### src/rtl/bus_master_ctrl_pkg.sv
// Shared definitions for the bus master controller: FSM state encoding,
// default bus widths, slave-select decode bit and the slave OKAY response.
package bus_master_ctrl_pkg;

  typedef enum logic [1:0] {
    ST_IDLE = 2'd0,
    ST_BUSY = 2'd1,
    ST_DONE = 2'd2
  } state_t;

  localparam int DEF_ADDR_W = 16;
  localparam int DEF_DATA_W = 32;

  // The address MSB selects the slave: 0 -> slave 1, 1 -> slave 2.
  function automatic int sel_bit(input int addr_w);
    return addr_w - 1;
  endfunction

  localparam int DEF_SEL_BIT = DEF_ADDR_W - 1;

  // Slave response value meaning "transfer OKAY".
  localparam logic SLRSP_OKAY = 1'b1;

endpackage

### src/rtl/bus_wait_timer.sv
// Wait-for-ready timer for bus_master_ctrl. Only compiled when
// BUS_MASTER_TIMEOUT_EN is defined, so the default build carries no counter.
`ifdef BUS_MASTER_TIMEOUT_EN
module bus_wait_timer #(
  parameter int LIMIT = 16
) (
  input  logic clk,
  input  logic rst,
  input  logic start,
  input  logic count_en,
  output logic expired
);

  localparam int CW = (LIMIT < 2) ? 1 : $clog2(LIMIT + 1);

  logic [CW-1:0] cnt;

  // Count BUSY cycles without ready; cleared when a new transfer starts.
  always_ff @(posedge clk or negedge rst) begin
    if (!rst) begin
      cnt <= '0;
    end else if (start) begin
      cnt <= '0;
    end else if (count_en) begin
      cnt <= cnt + 1'b1;
    end
  end

  // The edge that would make the count reach LIMIT ends the wait; a ready on
  // that same edge suppresses count_en, so ready wins.
  assign expired = count_en && (cnt == CW'(LIMIT - 1));

endmodule
`endif

### src/rtl/bus_master_ctrl.sv
// Single-outstanding bus master: accepts a command in IDLE, drives the
// addressed slave while BUSY, and reports completion with a one-cycle done
// pulse plus err/timeout status.
// Optional feature macro: BUS_MASTER_TIMEOUT_EN (wait-for-ready timeout).
module bus_master_ctrl
  import bus_master_ctrl_pkg::*;
#(
  parameter int ADDR_W         = DEF_ADDR_W,
  parameter int DATA_W         = DEF_DATA_W,
  parameter int TIMEOUT_CYCLES = 16
) (
  input  logic              clk,
  input  logic              rst,
  input  logic              req_valid,
  output logic              req_ready,
  input  logic [ADDR_W-1:0] req_addr,
  input  logic [DATA_W-1:0] req_wdata,
  input  logic              req_write,
  output logic [ADDR_W-1:0] HADDR,
  output logic [DATA_W-1:0] HWDATA,
  output logic              HWRITE,
  output logic              hsel_1,
  output logic              hsel_2,
  input  logic              sl_rdy_1,
  input  logic              sl_rdy_2,
  input  logic              slrsp_1,
  input  logic              slrsp_2,
  output logic              done,
  output logic              err,
  output logic              timeout
);

  localparam int SB = sel_bit(ADDR_W);

  state_t state;
  state_t state_next;

  logic accept;
  logic busy;
  logic sel_2;
  logic rdy_sel;
  logic rsp_sel;
  logic expired;

  assign accept  = (state == ST_IDLE) && req_valid;
  assign busy    = (state == ST_BUSY);
  assign sel_2   = HADDR[SB];
  // Only the selected slave's handshake is looked at.
  assign rdy_sel = sel_2 ? sl_rdy_2 : sl_rdy_1;
  assign rsp_sel = sel_2 ? slrsp_2 : slrsp_1;

`ifdef BUS_MASTER_TIMEOUT_EN
  bus_wait_timer #(
    .LIMIT (TIMEOUT_CYCLES)
  ) u_timer (
    .clk      (clk),
    .rst      (rst),
    .start    (accept),
    .count_en (busy && !rdy_sel),
    .expired  (expired)
  );
`else
  logic unused_cfg;
  assign unused_cfg = (TIMEOUT_CYCLES > 0);
  assign expired    = 1'b0;
`endif

  // State register; reset abandons any transfer in flight.
  always_ff @(posedge clk or negedge rst) begin
    if (!rst) begin
      state <= ST_IDLE;
    end else begin
      state <= state_next;
    end
  end

  // Next-state logic and state-decoded outputs; hsel follows the state
  // combinationally so an asynchronous reset drops it at once.
  always_comb begin
    state_next = state;
    req_ready  = 1'b0;
    hsel_1     = 1'b0;
    hsel_2     = 1'b0;
    case (state)
      ST_IDLE: begin
        req_ready = 1'b1;
        if (req_valid) state_next = ST_BUSY;
      end
      ST_BUSY: begin
        hsel_1 = !sel_2;
        hsel_2 = sel_2;
        if (rdy_sel || expired) state_next = ST_DONE;
      end
      ST_DONE: begin
        state_next = ST_IDLE;
      end
      default: begin
        state_next = ST_IDLE;
      end
    endcase
  end

  // Command registers load only on accept and hold afterwards.
  always_ff @(posedge clk or negedge rst) begin
    if (!rst) begin
      HADDR  <= '0;
      HWDATA <= '0;
      HWRITE <= 1'b0;
    end else if (accept) begin
      HADDR  <= req_addr;
      HWDATA <= req_wdata;
      HWRITE <= req_write;
    end
  end

  // Completion pulse trails the DONE state by one edge; err is captured on
  // the edge that leaves BUSY and holds until the next completion.
  always_ff @(posedge clk or negedge rst) begin
    if (!rst) begin
      done <= 1'b0;
      err  <= 1'b0;
    end else begin
      done <= (state == ST_DONE);
      if (busy && rdy_sel) begin
        err <= (rsp_sel != SLRSP_OKAY);
      end else if (busy && expired) begin
        err <= 1'b1;
      end
    end
  end

`ifdef BUS_MASTER_TIMEOUT_EN
  // Timeout status captured alongside err; a ready clears it.
  always_ff @(posedge clk or negedge rst) begin
    if (!rst) begin
      timeout <= 1'b0;
    end else if (busy && rdy_sel) begin
      timeout <= 1'b0;
    end else if (busy && expired) begin
      timeout <= 1'b1;
    end
  end
`else
  assign timeout = 1'b0;
`endif

endmodule

### config.mk
export PLATFORM = sky130hd
export DESIGN_NAME = bus_master_ctrl
export DESIGN_NICKNAME = d
export VERILOG_FILES = /design/src/rtl/bus_master_ctrl_pkg.sv /design/src/rtl/bus_wait_timer.sv /design/src/rtl/bus_master_ctrl.sv
export SDC_FILE = /design/constraint.sdc
export NUM_CORES = 1
export LEC_CHECK = 0
export CAP_MARGIN = 20
export CORE_ASPECT_RATIO = 1.25
export CORE_MARGIN = 10
export CORE_UTILIZATION = 40
export CTS_BUF_LIST = sky130_fd_sc_hd__clkbuf_8
export DETAILED_ROUTE_END_ITERATION = 8
export PLACE_DENSITY_LB_ADDON = 0.25
export SKIP_CTS_REPAIR_TIMING = 1
export SLEW_MARGIN = 20
export SYNTH_ARGS = -nofsm -noshare
export SYNTH_HDL_FRONTEND = slang
export SYNTH_SLANG_ARGS = --single-unit
### constraint.sdc
create_clock -name clk -period 1.65 [get_ports clk]
set_input_delay 0.165 -clock clk [delete_from_list [all_inputs] [get_ports clk]]
set_output_delay 0.165 -clock clk [all_outputs]
set_load 0.01 [all_outputs]
==> impl_metrics.py <==
metrics = {
    "setup_path": {
        "max_stage_delay_ns": 0.59,
        "endpoint_kind": "output pin",
        "crit_type": "reg2out",
        "path_delay_family": "buffers and inverters",
        "path_cells": "clkdlybuf4s50_1",
        "cp_data_arrival_time_ns": 1.34,
        "crit_required_ns": 1.48,
        "cp_slowest_cell": "clkdlybuf4s50_1",
        "timing.rr.end": "HWDATA[2]",
        "rr_worst_depth": 4,
        "r2r-start": "state[1]",
        "timing.critical_path.from_type": "flip-flop",
        "path_max_fanout": 6,
        "r2r_slack_ns": 0.24,
        "path_buf_inv": 1,
    },
    "job": {
        "max_cap_viol_count": 0,
    },
    "synth": {
        "yosysMostFrequentCell": "dfrtp_1",
        "syn_area_um2": 2070,
        "yosys-top-cells-area": "dfrtp_1 (64%), mux2_2 (22%), mux2_4 (7.3%), mux2i_1 (1.5%), buf_6 (1.1%)",
        "synth_fp_nets": 179,
        "syn_inst": 123,
        "synth-seq-cells": 53,
        "ys_seq_area_frac": 0.641,
        "synth-edff-count": 0,
        "synth_top_cell_area_share": 0.641,
        "synth.distinct_cells": 15,
        "ys_top_cells_by_count": "dfrtp_1 (53), mux2_2 (40), mux2_4 (10)",
        "syn_avg_cell_area_um2": 16.8,
        "ys_dominant_reg_cell": "dfrtp_1",
        "yosysTopAreaCell": "dfrtp_1",
        "synthArstFlopShare": 1.00,
        "yosys_warnings": 0,
    },
    "detailed_routing": {
        "dr.pass1.iters": 3,
        "wl_per_cell_um": 18.8,
        "drtIter0Drc": 30,
        "wl_um": 5610,
        "num_vias": 1407,
        "drc_errors": 0,
        "drtAntennaViolNets": 0,
        "vias_per_cell": 4.71,
    },
    "finish": {
        "regArea_um2": 1330,
        "drive_above_1_share": 0.266,
        "final_cell_count_no_fill": 299,
        "nNetsFinal": 293,
        "n_fill_cell": 400,
        "final_util": 0.666,
        "area_growth_pct": 62.2,
        "antennaDiodeCount": 0,
        "multi_input_area_um2": 679,
    },
    "power_and_ir_drop": {
        "power_density_nw_per_um2": 1860,
        "p_leak_nw": 1.45,
        "ir_worst_vdd_mv": 1.10,
        "p_total_w": 0.00624,
    },
    "grt": {
        "antenna_found_initial": 0,
        "grt_max_degree": 40,
        "grt-ovfl-total": 0,
        "first_global_vias": 1673,
        "grt_usage": 0.135,
        "grt_first_pass_wirelength_um": 9200,
    },
    "timing": {
        "hold_viol_final": 0,
        "min_period_ns": 1.51,
        "report.final.slew_viol_count": 0,
        "max_freq_ghz": 0.663,
        "whs_ns": 0.320,
        "grt_setup_unrepaired": "no",
        "setup_viol": 0,
        "tns_ns": 0,
        "finalCritPeriodShare": 0.915,
        "fin_worst_skew_ns": 0.00721,
    },
    "die": {
        "fp.coreArea_um2": 5040,
        "die_h_um": 100,
        "initial_core_util": 0.410,
        "die_w_um": 84.3,
        "die_area_um2": 8470,
        "core.rowCount": 29,
        "pin_count": 111,
    },
    "run_status": {
        "status": "completed",
    },
    "clock_network": {
        "max-clock-path-buffers": 2,
        "htree_levels": 2,
        "clk_pin_slew_ns": 0.09,
        "cts_tree": "yes",
        "cts_buffers": 5,
        "cts_root_buf": "clkbuf_8",
        "clock_latency_ns": 0.30,
        "clock-sinks": 53,
    },
    "min_path": {
        "hold_class": "in2async",
    },
    "placed_design": {
        "io_buffers": 109,
        "place.gp.congestion": 0.713,
        "place_inst": 291,
        "hpwl_um": 4480,
    },
}
==> final cells by class <==
class	count	share of cell area
clock inverter	1	0.00112
multi-input combinational	62	0.202
inverter	1	0.00112
tap	62	0.0231
timing repair buffer	114	0.353
clock buffer	6	0.0246
sequential	53	0.395
==> state kept, by name, indices dropped and copies added, names as in the netlist <==
register / count
err: 1
HWRITE: 1
state: 2
done: 1
HWDATA: 32
HADDR: 16
==> layer usage <==
layer	share of wire	GRT usage	vias up
li1	-	-	645
met1	0.39	0.151	687
met2	0.50	0.227	71
met3	0.10	0.0673	4
met4	0.0064	0.0266	0
met5	0	0	-
==> power breakdown <==
part           switching [W]  internal, W
clock               0.000386     0.000328
sequential          0.000358      0.00196
combinational        0.00113      0.00208
total                0.00187      0.00437
==> placed cells by master (no fill, tap or decap) <==
| cell | Yosys | routed |
|---|---|---|
| inv_1 | 1 | 2 |
| mux2_2 | 40 | 40 |
| dlymetal6s2s_1 | 0 | 3 |
| buf_2 | 3 | 1 |
| nor2_2 | 1 | 1 |
| nor2_1 | 4 | 4 |
| clkbuf_8 | 0 | 6 |
| clkdlybuf4s50_1 | 0 | 105 |
| dfrtp_1 | 53 | 53 |
| buf_12 | 0 | 4 |
| and2_4 | 1 | 1 |
| dlygate4sd3_1 | 0 | 1 |
| mux2i_1 | 3 | 3 |
| or2b_1 | 1 | 1 |
| mux2_4 | 10 | 10 |
| conb_1 | 1 | 1 |
| and2b_1 | 1 | 1 |
==> through the flow <==
step	setup slack [ns]	area [µm²]
2_1_floorplan	0.149	2070
3_3_place_gp	0.164	3250
3_5_place_dp	0.135	3250
4_1_cts	-0.198	3340
5_1_grt	0.0755	3360
6_report	0.141	3360
==> kinds of logic (layout without fill, tap and decap cells) <==
family	count (synthesis)	after routing	synth area share
multiplexers	53	53	0.305
AND/OR/NAND/NOR	8	8	0.0218
other	1	1	0.00181
flip-flops	53	53	0.641
buffers and inverters	8	122	0.0308
==> worst max path at each step <==
stage	end	cells after the start	start	slack, ns
2_1_floorplan	HADDR[0]	6	state[1]	0.15
3_3_place_gp	HADDR[5]	4	req_valid	0.16
3_5_place_dp	HWDATA[10]	4	req_valid	0.13
4_1_cts	hsel_2	3	state[0]	-0.20
5_1_grt	HADDR[15]	1	HADDR[15]	0.08
6_report	HADDR[15]	1	HADDR[15]	0.14
(Power assumes the default switching activity.)
